### config.mk
export PLATFORM = sky130hd
export DESIGN_NAME = csa_seq_mult
export DESIGN_NICKNAME = d
export VERILOG_FILES = /design/src/rtl/csa_seq_mult.sv
export SDC_FILE = /design/constraint.sdc
export NUM_CORES = 1
export LEC_CHECK = 0
export ABC_CLOCK_PERIOD_IN_PS = 3910
export CAP_MARGIN = 20
export CORE_ASPECT_RATIO = 1.1
export CORE_MARGIN = 2
export CORE_UTILIZATION = 40
export DETAILED_ROUTE_END_ITERATION = 10
export GPL_ROUTABILITY_DRIVEN = 0
export PLACE_DENSITY_LB_ADDON = 0.1
export SETUP_SLACK_MARGIN = 0.02
export SYNTH_ARGS = -nofsm -noshare
export SYNTH_HDL_FRONTEND = slang
export SYNTH_SLANG_ARGS = --single-unit
### constraint.sdc
create_clock -name clk -period 3.91 [get_ports clk]
set_input_delay 0.9775 -clock clk [delete_from_list [all_inputs] [get_ports clk]]
set_output_delay 0.9775 -clock clk [all_outputs]
set_load 0.01 [all_outputs]
### src/rtl/csa_seq_mult.sv
// Sequential carry-save multiplier front end: folds one shifted partial product per
// cycle through a 3:2 compressor row and hands the sum/carry pair to the KPG CLA adder.
module csa_seq_mult #(
  parameter int unsigned WIDTH = 16
) (
  input  logic                 clk,
  input  logic                 rst,
  input  logic                 in_valid,
  output logic                 in_ready,
  input  logic [WIDTH-1:0]     a,
  input  logic [WIDTH-1:0]     b,
  output logic                 out_valid,
  input  logic                 out_ready,
  output logic [2*WIDTH-1:0]   sum_row,
  output logic [2*WIDTH-1:0]   carry_row,
  output logic [7:0]           cin_kpg,
  output logic                 busy
);

  localparam int unsigned PW = 2 * WIDTH;
  localparam int unsigned KW = (WIDTH > 1) ? $clog2(WIDTH) : 1;

  typedef enum logic [1:0] {IDLE, ACCUM, DONE} state_t;

  state_t            state, state_nxt;
  logic [PW-1:0]     a_reg;
  logic [WIDTH-1:0]  b_reg;
  logic [KW-1:0]     k;
  logic [PW-1:0]     pp, s_nxt, c_nxt;
  logic              last_step;

  // Kill code for the adder's carry-in; constant even while in reset.
  assign cin_kpg   = 8'h6B;
  assign last_step = (k == KW'(WIDTH - 1));

  always_ff @(posedge clk or posedge rst) begin
    if (rst) state <= IDLE;
    else     state <= state_nxt;
  end

  always_comb begin
    state_nxt = state;
    case (state)
      IDLE:    if (in_valid)  state_nxt = ACCUM;
      ACCUM:   if (last_step) state_nxt = DONE;
      DONE:    if (out_ready) state_nxt = IDLE;
      default:                state_nxt = IDLE;
    endcase
  end

  // One 3:2 compressor row; the carry MSB shifted out is dropped (mod 2^PW).
  always_comb begin
    pp    = b_reg[k] ? (a_reg << k) : '0;
    s_nxt = sum_row ^ carry_row ^ pp;
    c_nxt = ((sum_row & carry_row) | (sum_row & pp) | (carry_row & pp)) << 1;
  end

  always_ff @(posedge clk or posedge rst) begin
    if (rst) begin
      a_reg     <= '0;
      b_reg     <= '0;
      k         <= '0;
      sum_row   <= '0;
      carry_row <= '0;
      in_ready  <= 1'b1;
      out_valid <= 1'b0;
      busy      <= 1'b0;
    end else begin
      in_ready  <= (state_nxt == IDLE);
      out_valid <= (state_nxt == DONE);
      busy      <= (state_nxt != IDLE);
      case (state)
        IDLE: begin
          if (in_valid) begin
            a_reg     <= PW'(a);
            b_reg     <= b;
            k         <= '0;
            sum_row   <= '0;
            carry_row <= '0;
          end
        end
        ACCUM: begin
          sum_row   <= s_nxt;
          carry_row <= c_nxt;
          if (!last_step) k <= k + KW'(1);
        end
        default: ;
      endcase
    end
  end

endmodule

==> out/results.txt, run 1 <==
crit share post-route: 76.76%
leading cell type by number of instances after synthesis: dfrtp_1
YS warnings: 0
Inserted Clock Buffers: 9
# Post-CTS Setup Buffers: 0
Setup Viol. Count Final: 0
skew final: 0.005798 ns
CP Capture Type: flop
# H-tree levels: 3
Post-synth EDFFs: 0
Final Non-Filler Cells: 755
Top FF cell, synth: dfrtp_1
# rows: 45
clk_lat worst skew: 0.35 ns
Mapped Cells: 477
Final #Nets: 630
Congestion Overflow GR: 0
CP required: 4.17 ns
HP Class: flop to flop
number of flip-flops in the largest register: 32
crit path time final: 3.001 ns
drt first-iter violations: 243
Yosys reg bits: 104
port bufs: 101
Max Clk Rate: 0.3332 GHz
reg-to-reg slack, setup: 0.91 ns
largest vdd supply drop: 303.8 uV
Post-CTS Resized: 0
GRT Util Overall: 17.35%
pwr/cell area: 913.2 nW/um^2
Yosys top cell by area: dfrtp_1
IO Count: 111
Inst Count DP: 739
die width: 117.5 microns
final-report max-slew violation count: 0
sequential element share of the synthesized area: 45.94%
Top Registers: sum_row: 32 flops, carry_row: 31 flops
Most flops, register: sum_row
Layout fillers: 1283
ys async rst share: 100.0%
top post-synthesis cells by area: dfrtp_1 (45%), fa_1 (11%), mux2_2 (7.7%), o22ai_1 (6.8%), inv_1 (4.4%)
critical path class: flop to flop
vias: 3877
vias in the first global route: 3896
Synth top area share: 45.47%
CTS tree: yes
status: completed
RSZ-0062 raised after global routing: false
clk slew on worst S/H paths: 0.07 ns
largest net degree at the start of global routing: 57
clk sink count: 104
clk buf depth: 2
worst slew pin tran: 0.7996 ns
ANT cells: 0
routed len/inst: 16.53 microns
ANT nets after route: 0
drt drc: 0
full die area: 15140 sq um
Slew HR: 46.69%
starting density of the core: 40.92%
Placeable Area: 13850 sq um
vias per cell: 5.135
critical path peak fanout: 27
first-pass GRT wire length: 20720 microns
post-DP HPWL: 9107 microns
Layout Utilization: 51.38%
Syn Area/Cell: 11.88 sq um
Die Y: 128.8 microns
max-cap violations: 0
Leakage: 0.002883 uW
drt first pass iters: 5
mapped cell area: 5668 sq um
setup TNS: 0 ns
count of final hold-check violations: 0
CTS root buffer: clkbuf_16
count of cell types in the netlist: 51
Area Overhead vs Synth: 25.56%
initial antenna violation count: 0
crit path DAT: 3.26 ns
CP Launch Type: flop
hold_buf cts: 0
DRT Wirelength: 12480 microns
top post-synthesis cells by count: dfrtp_1 (103), inv_1 (66), o22ai_1 (62)
share of cells above drive strength 1: 15.34%
-- layout by cell type, fill, tap and decap left out, types with 6 or more instances in the layout --
cell | synthesis | routed
mux4_1 | 6 | 6
nand3_1 | 11 | 11
nand2_1 | 30 | 30
conb_1 | 2 | 9
o21ai_0 | 7 | 7
clkbuf_16 | 0 | 9
nor2_1 | 9 | 9
mux2i_1 | 10 | 10
mux2_2 | 39 | 39
inv_1 | 66 | 65
dfrtp_1 | 103 | 103
mux4_2 | 10 | 10
fa_1 | 30 | 30
o22ai_1 | 62 | 62
clkdlybuf4s50_1 | 0 | 101
-- report_power, final --
part           total, uW  switching [uW]  internal, uW  leakage, uW
sequential          1940             389          1550      0.00131
clock                981             403           578     0.000152
combinational       3580            1770          1800      0.00143
total               6500            2570          3930      0.00288
-- cell type report --
type	instances	area [sq um]	area share (%)
clock buffer	11	242.7	3.411
tap	188	235.2	3.305
multi-input combinational	273	2616	36.76
clock inverter	5	80.08	1.125
timing repair buffer	108	1089	15.30
sequential	104	2604	36.59
inverter	66	250.2	3.516
-- critical path: stages (launching register included) --
cell      delay [ns]
dfrtp_1         0.42
buf_4           0.38
mux4_2          0.55
mux2i_1         0.34
o22ai_2         0.34
o211ai_1        0.23
fa_1            0.46
o22ai_1         0.17
-- per-layer routing --
layer,up-vias,GRT usage [%],part of all wire [%]
li1,1818,-,-
met1,1942,24.30,46
met2,105,27.79,48
met3,12,2.881,4.4
met4,0,5.953,1.5
met5,-,0,0
-- logic make-up after synthesis --
kind of cell	count (synthesis)	share of synthesized area, %
simple gates	73	6.358
buf+inv	107	8.521
compound gates	90	10.91
fa+ha+maj	32	11.04
xor+xnor	2	0.3091
mux	67	16.80
other cells	2	0.1325
flops	104	45.94
-- metrics by stage --
step | instance area [sq um] | hold WS (ns) | setup WS (ns) | power, uW
final | 7117 | 0.4947 | 0.9086 | 6499
after global routing | 7117 | 0.5247 | 0.7531 | 7037
after CTS | 7117 | 0.5006 | 0.9185 | 6531
after detailed placement | 6794 | 0.4870 | 0.9638 | 5527
after global placement | 6794 | 0.4808 | 1.014 | 5453
after floorplan | 5694 | 0.4720 | 0.2020 | 4414
-- path summary, 6_finish.rpt --
path | from | cells after the start | end
setup / recovery | k[0]$_DFFE_PP0P_ | 7 | sum_row[12]$_DFFE_PP0P_
hold / removal | sum_row[31]$_DFFE_PP0P_ | 1 | sum_row[31]$_DFFE_PP0P_
setup reg to reg | k[0]$_DFFE_PP0P_ | 7 | sum_row[12]$_DFFE_PP0P_
hold reg to reg | sum_row[31]$_DFFE_PP0P_ | 1 | sum_row[31]$_DFFE_PP0P_
max in group asynchronous | rst | 3 | in_ready$_DFF_PP1_
min in group asynchronous | rst | 2 | b_reg[3]$_DFFE_PP0P_
No activity file was read; power rests on OpenSTA's default activity.
==> run 2, diff against run 1 <==
--- a/config.mk
+++ b/config.mk
@@ -5,7 +5,7 @@
 export SDC_FILE = /design/constraint.sdc
 export NUM_CORES = 1
 export LEC_CHECK = 0
-export ABC_CLOCK_PERIOD_IN_PS = 3910
+export ABC_CLOCK_PERIOD_IN_PS = 2500
 export CAP_MARGIN = 20
 export CORE_ASPECT_RATIO = 1.1
 export CORE_MARGIN = 2
==> constraint.sdc (replaced) <==
create_clock -name clk -period 2.5 [get_ports clk]
set_input_delay 0.625 -clock clk [delete_from_list [all_inputs] [get_ports clk]]
set_output_delay 0.625 -clock clk [all_outputs]
set_load 0.01 [all_outputs]
==> run 2 against run 1 <==
  * Worst setup slack worse by 0.84 ns
  * Clock skew up 0.00062 ns
  * Combinational power up 77%
  * Largest power group unchanged
  * Final area up 3.0%
  * Power up 64%
  * Non-clock buffer count up 19
  * Final cell count up 2.5%
==> out/results.txt, run 2 (synthesis results as in run 1) <==
Final Non-Filler Cells: 774
clk buf depth: 2
R2R cell count: 8
initial antenna violation count: 0
count of final hold-check violations: 0
Area Overhead vs Synth: 29.38%
final-report max-slew violation count: 0
setup TNS: 0 ns
port bufs: 101
drt first-iter violations: 225
DRT Wirelength: 12790 microns
vias: 3908
worst reg2reg path endpoint: sum_row[21]$_DFFE_PP0P_
HP Class: flop to flop
post-DP HPWL: 9484 microns
GRT Util Overall: 17.60%
full die area: 15140 sq um
hold_buf cts: 0
first-pass GRT wire length: 21180 microns
largest net degree at the start of global routing: 105
Worst Hold End: sum_row[31]$_DFFE_PP0P_
routed len/inst: 16.52 microns
critical path class: flop to flop
# rows: 45
Final #Nets: 649
Leakage: 0.002987 uW
clk sink count: 104
# H-tree levels: 3
ANT nets after route: 0
share of cells above drive strength 1: 19.28%
Placeable Area: 13850 sq um
hold depth: 1
Top Registers: sum_row: 32 flops, carry_row: 31 flops
vias in the first global route: 4047
Crit path depth: 8
worst path buffer plus inverter count: 2
max incr delay on CP: 0.48 ns
vias per cell: 5.049
CTS tree: yes
clk_lat worst skew: 0.34 ns
Congestion Overflow GR: 0
clk slew on worst S/H paths: 0.07 ns
number of flip-flops in the largest register: 32
Die Y: 128.8 microns
status: completed
Top delay family on crit path: compound AO/OA/AOI/OAI gates
Inst Count DP: 754
reg-to-reg slack, setup: 0.07 ns
worst slew pin tran: 0.6679 ns
crit path DAT: 2.63 ns
CP Capture Type: flop
drt first pass iters: 7
Inserted Clock Buffers: 9
crit path time final: 2.429 ns
max-cap violations: 0
Slew HR: 55.47%
critical path peak fanout: 15
crit share post-route: 97.17%
Setup Viol. Count Final: 0
starting density of the core: 40.92%
IO Count: 111
CTS root buffer: clkbuf_16
cell mode on critical path: buf_12
Most flops, register: sum_row
HP Start: sum_row[31]$_DFFE_PP0P_
skew final: 0.006413 ns
slowest CP cell: fa_1
most frequent cells in the layout: dfrtp_1 (101), clkdlybuf4s50_1 (101), inv_1 (65), o22ai_1 (61), mux2_2 (37)
CP required: 2.70 ns
Layout fillers: 1251
pwr/cell area: 1451 nW/um^2
reg2reg start: k[0]$_DFFE_PP0P_
drt drc: 0
CP Launch Type: flop
RSZ-0062 raised after global routing: true
crit path cell chain: buf_12, mux2i_1, a221o_1, o22ai_4, buf_12, a21bo_1, fa_1, o22ai_1
ANT cells: 0
die width: 117.5 microns
largest vdd supply drop: 492.2 uV
Max Clk Rate: 0.4116 GHz
## run 2: cell types whose count changed in the layout (fill, tap and decap cells not counted), sizes merged
cell      delta
bufbuf       +1
buf         +18
clkinvlp     +1
clkinv       +1
clkbuf       +1
inv          -1
bufinv       -2
## run 2: worst max path at each step
stage / start / to
global placement: k[0]$_DFFE_PP0P_ / sum_row[13]$_DFFE_PP0P_
detailed placement: k[0]$_DFFE_PP0P_ / sum_row[13]$_DFFE_PP0P_
global route: k[0]$_DFFE_PP0P_ / sum_row[13]$_DFFE_PP0P_
finish: k[0]$_DFFE_PP0P_ / sum_row[21]$_DFFE_PP0P_
CTS: k[0]$_DFFE_PP0P_ / sum_row[21]$_DFFE_PP0P_
floorplan: k[0]$_DFFE_PP0P_ / sum_row[12]$_DFFE_PP0P_
## run 2: final cells by class
cell class                      count  area (sq um)  area share, %
Inverter                           66         251.5          3.429
Tap cell                          188         235.2          3.208
Timing Repair Buffer              127          1310          17.86
Sequential cell                   104          2606          35.54
Clock buffer                       12         256.5          3.498
Multi-Input combinational cell    273          2645          36.07
Clock inverter                      4         28.78         0.3924
## run 2: routing by layer
layer | GRT usage, % | share of wire, % | up-vias | wire length (microns)
li1 | - | - | 1855 | -
met5 | 0 | 0 | - | 0
met3 | 2.438 | 3.8 | 10 | 487
met2 | 28.45 | 48 | 93 | 6188
met1 | 24.65 | 46 | 1950 | 5915
met4 | 6.166 | 1.5 | 0 | 196
## run 2: where the power goes
group / internal [uW] / switching [uW]
clock: 731 / 618
sequential: 2430 / 532
combinational: 3310 / 3020
total: 6470 / 4170
## run 2: timing repair
item | in CTS | in global routing
resized for setup | 1 | 10
setup endpoints to repair | 3 | 11
setup buffers | 1 | 2
cloned | 1 | 0
hold endpoints to repair | 0 | 0
pin swaps | 0 | 5
## run 2: through the flow
step                      util [%]  cell area, sq um  hold WS, ns  setup WS (ns)  power (uW)
after global routing         52.94              7333       0.5220       -0.01692       11480
after CTS                    52.59              7284       0.5049        0.02022       10530
final                        52.94              7333       0.4981        0.07074       10640
after detailed placement     50.23              6958       0.4929       0.001764        9071
after global placement       50.23              6958       0.4796        0.03267        8915
after floorplan                  -              5698       0.4720         0.2207        6904
==> RTL edit 1: new RTL, flow settings as in run 2 <==
Re-encode `state_t` (3 states) as one-hot, 3 bits wide.
--- a/src/rtl/csa_seq_mult.sv
+++ b/src/rtl/csa_seq_mult.sv
@@ -20,7 +20,7 @@
   localparam int unsigned PW = 2 * WIDTH;
   localparam int unsigned KW = (WIDTH > 1) ? $clog2(WIDTH) : 1;
 
-  typedef enum logic [1:0] {IDLE, ACCUM, DONE} state_t;
+  typedef enum logic [2:0] {IDLE = 3'b001, ACCUM = 3'b010, DONE = 3'b100} state_t;
 
   state_t            state, state_nxt;
   logic [PW-1:0]     a_reg;
Function: no difference found for any inputs over 4 cycles, from zero or initial values and one cycle with rst high; so few cycles prove little.
==> RTL edit 1 against run 2 <==
- setup slack improved by 0.057 ns
- critical path depth fell by 1
- largest cell class unchanged
- total power fell by 34%
- sequential cell count rose by 1
- cell area rose by 3.1%
- routed wire length rose by 4.3%
- sequential share of layout area fell by 0.73 points
- highest routed layer unchanged
- synthesized area rose by 2.2%
- critical path type unchanged
==> RTL edit 1: results (changes against run 2) <==
.. list-table::
   :header-rows: 1

   * - Metric
     - Value
   * - Crit path max-delay family
     - multiplexers
   * - Worst reg2reg path startpoint
     - k[1]
   * - Net count, final
     - 722 (+11%)
   * - Post-synthesis sequential area ratio
     - 45.39% (-0.55 points)
   * - Switching power as a share of total power
     - 36.44% (-2.8 points)
   * - Clock Skews
     - 0.007103 ns (+0.0006898 ns)
   * - Netlist cell types
     - 48 (-5.9%)
   * - Worst vdd rail ir drop
     - 0.0004693 V (-4.7%)
   * - Via count of the first global-routing pass
     - 4279 (+5.7%)
   * - Reg2Reg Depth
     - 7 (-1)
   * - Number of vias per cell
     - 4.971 (-1.6%)
   * - Placed cells
     - 824 (+9.3%)
   * - Filler instances
     - 1331 (+6.4%)
   * - Delay of the slowest cell on the worst path
     - 0.52 ns (+0.04 ns)
   * - Fraction of layout instances using a drive strength above 1
     - 18.97% (-0.32 points)
   * - HPWL Detailed
     - 9810 um (+3.4%)
   * - Run status
     - finished, final reports clean
   * - Number of DRC markers after the initial detailed-route iteration
     - 224 (-0.44%)
   * - WP data arrival
     - 2.65 ns (+0.02 ns)
   * - GRT Total Usage
     - 18.24% (+0.64 points)
   * - Smallest setup slack after layout
     - 0.1274 ns (+0.05664 ns)
   * - Iteration count of the initial detailed-routing pass
     - 4 (-3)
   * - Met3 routed WL
     - 514 um (+5.5%)
   * - Transition time at the pin with the least slew margin
     - 0.5724 ns (-0.09556 ns)
   * - DRT met1 WL
     - 5985 um (+1.2%)
[RTL edit 1: stage by stage]
step | power (uW) | util, %
after floorplan | 4490 | -
after detailed placement | 5572 | 49.93
after global routing | 7548 | 52.98
after global placement | 5486 | 49.93
final | 7026 | 52.98
after CTS | 6960 | 51.96
[RTL edit 1: final timing paths]
path / endpoint
setup / recovery: sum_row[14]
hold / removal: sum_row[31]
setup reg to reg: sum_row[14]
hold reg to reg: sum_row[31]
max in group asynchronous: k[0]
min in group asynchronous: a_reg[7]
[RTL edit 1: timing repair]
item,in CTS,in global routing
resized for setup,2,25
gates cloned,0,1
hold endpoints to repair,0,0
setup buffers,0,10
pin swaps,0,8
setup endpoints to repair,8,23
[RTL edit 1: layout make-up]
class,instances,share of cell area (%)
repair buffers,137,18.48
clock buffers,12,3.392
multi-input cells,339,36.65
clock inverters,4,0.3640
well taps,192,3.177
inverters,62,3.127
flip-flops and latches,105,34.81
[RTL edit 1: kinds of logic (layout without fill, tap and decap cells)]
kind of cell | count (synthesis) | in the layout | synth area share, %
AOI/OAI and AO/OA | 95 | 95 | 10.15
muxes | 66 | 66 | 15.63
adders and majority gates | 32 | 32 | 10.80
buffers and inverters | 100 | 215 | 7.579
DFF | 105 | 105 | 45.39
and+or+nand+nor | 137 | 137 | 10.32
other | 2 | 9 | 0.1296
[RTL edit 1: power groups by stage]
| stage | sequential [uW] | combinational, uW | clock, uW |
|---|---|---|---|
| 4_1_cts | 2470 | 3080 | 1400 |
| 3_3_place_gp | 2490 | 3000 | 0 |
| 5_1_grt | 2550 | 3550 | 1460 |
| 6_report | 2480 | 3200 | 1350 |
| 2_1_floorplan | 2420 | 2070 | 0 |
| 3_5_place_dp | 2500 | 3070 | 0 |
[RTL edit 1: per-layer routing]
metal,track usage [%],vias to the layer above
met5,0,-
met4,7.983,0
met3,3.191,17
met2,29.48,92
met1,24.40,2114
li1,-,2007
==> RTL edit 2: new RTL, config.mk and constraints of run 2 <==
Made on the original files. Set the parameter `WIDTH` to 32 (it was 16).
--- a/src/rtl/csa_seq_mult.sv
+++ b/src/rtl/csa_seq_mult.sv
@@ -1,7 +1,7 @@
 // Sequential carry-save multiplier front end: folds one shifted partial product per
 // cycle through a 3:2 compressor row and hands the sum/carry pair to the KPG CLA adder.
 module csa_seq_mult #(
-  parameter int unsigned WIDTH = 16
+  parameter int unsigned WIDTH = 32
 ) (
   input  logic                 clk,
   input  logic                 rst,
Ports: changed (resized a, b, carry_row and sum_row); port bits go from 111 to 207. The function was not compared with the original's and may differ.
==> RTL edit 2 against run 2 <==
- sequential cell count grew 97
- routed wire length grew to 2.8 times the old value
- setup slack got worse by 0.31 ns
- synthesized cell count is 140% higher
- hold slack got worse by 0.16 ns
- via count up 150%
- total power rose by 150%
- die area increased by 110%
- synthesized area is 110% higher
- utilization grew 4.1 points
- cell area up 130%
- the flow now finishes with violations (negative setup slack)
==> RTL edit 2: results (changes against run 2) <==
.. list-table::
   :header-rows: 1

   * - Metric
     - Value
   * - Run status
     - finished with violations
   * - Violations in the final reports
     - negative setup slack
   * - Number of well taps
     - 374 (+99%)
   * - Worst vdd rail ir drop
     - 0.0007529 V (+53%)
   * - GRT Total Usage
     - 22.83% (+5.2 points)
   * - Adder-cell share of the synthesized area
     - 10.65% (-0.38 points)
   * - Maximum number of buffers from clock root to sink
     - 3 (+1)
   * - Fraction of the mapped netlist area in compound gates
     - 12.86% (+2.0 points)
   * - Met3 routed WL
     - 1958 um (+300%)
   * - DRT met1 WL
     - 15700 um (+170%)
   * - Smallest setup slack after layout
     - -0.2421 ns (-0.3128 ns)
   * - Fraction of synthesized area in multiplexers
     - 16.75% (-0.047 points)
   * - Number of DRC markers after the initial detailed-route iteration
     - 715 (+220%)
   * - Average wire per standard cell
     - 19.29 um (+17%)
   * - Worst hold-check slack
     - 0.3421 ns (-0.1560 ns)
   * - Final sum of negative setup slack
     - -8.668 ns (-8.668 ns)
   * - Non-clock buffer count in the final layout
     - 345 (+170%)
   * - Net count, final
     - 1578 (+140%)
   * - Iteration count of the initial detailed-routing pass
     - 5 (-2)
   * - HPWL Detailed
     - 25790 um (+170%)
   * - Proportion of final cell area spent on non-clock buffers
     - 20.44% (+2.6 points)
   * - WP data arrival
     - 3.18 ns (+0.55 ns)
   * - Amount of wire on met2 after detailed routing
     - 16990 um (+170%)
   * - Most area-consuming cells after synthesis
     - sky130_fd_sc_hd__dfrtp_1, sky130_fd_sc_hd__fa_1, sky130_fd_sc_hd__mux2_2, sky130_fd_sc_hd__o21ai_0, sky130_fd_sc_hd__nand2_1
   * - Share of cell area taken by multi-input logic gates
     - 39.79% (+3.7 points)
   * - Routed via count
     - 9642 (+150%)
   * - Crit path max-delay cell type
     - sky130_fd_sc_hd__mux4_2
   * - Finish-stage setup viols
     - 72 (+72)
   * - Netlist cell types
     - 64 (+25%)
   * - Via count of the first global-routing pass
     - 9854 (+140%)
   * - Clock buffers created by TritonCTS
     - 23 (+14)
   * - Worst min-delay path category
     - in2async
   * - Clock Skews
     - 0.01278 ns (+0.006371 ns)
   * - Synthesized netlist cell count
     - 1150 (+140%)
   * - Multi-In Gates
     - 745 (+170%)
   * - Fraction of standard cell area that is sequential
     - 29.89% (-5.7 points)
   * - Leakage component of the power
     - 0.006686 uW (+120%)
-- RTL edit 2: cell count changes after synthesis, sizes merged, moves of 43 or more --
cell   delta
dfrtp    +97
nand2   +153
o22ai    -45
o21ai   +145
mux2     +47
mux2i    +43
inv      +63
-- RTL edit 2: critical path: cells and delay by family (launching register included) --
kind                     cells  cell delay [ns]
AO/OA/AOI/OAI                4             0.56
multiplexers                 1             0.50
buffers and inverters        2             0.32
adder cells (fa/ha/maj)      1             0.44
flip-flops                   1             0.48
AND/OR/NAND/NOR              1             0.33
-- RTL edit 2: logic make-up (layout without fill, tap and decap cells) --
kind of cell,after synthesis,count (layout)
xor gates and xnor gates,1,1
buffers and inverters,211,513
adders and majority gates,65,65
AOI/OAI and AO/OA,241,241
DFF,201,201
muxes,162,162
and+or+nand+nor,267,267
other,2,9
-- RTL edit 2: final timing paths --
path / to / depth (start not counted) / from
max in group asynchronous: k[1] / 3 / rst
min reg2reg: carry_row[40] / 2 / carry_row[40]
min: sum_row[3] / 2 / rst
min in group clk: carry_row[40] / 2 / carry_row[40]
max: sum_row[22] / 9 / k[0]
max reg2reg: sum_row[22] / 9 / k[0]
-- RTL edit 2: power breakdown --
part / internal, uW / switching [uW] / total, uW / leakage, uW
Clock: 1860 / 1380 / 3240 / 0.000353
Combinational: 8700 / 8630 / 17300 / 0.00379
Sequential: 4640 / 1330 / 5970 / 0.00255
-- RTL edit 2: repair_timing --
action | in CTS | in global routing
gates cloned | 3 | 0
buffers inserted | 12 | 9
endpoints found under the hold margin | 0 | 0
pin swaps | 16 | 35
resized for setup | 87 | 78
setup endpoints to repair | 106 | 120
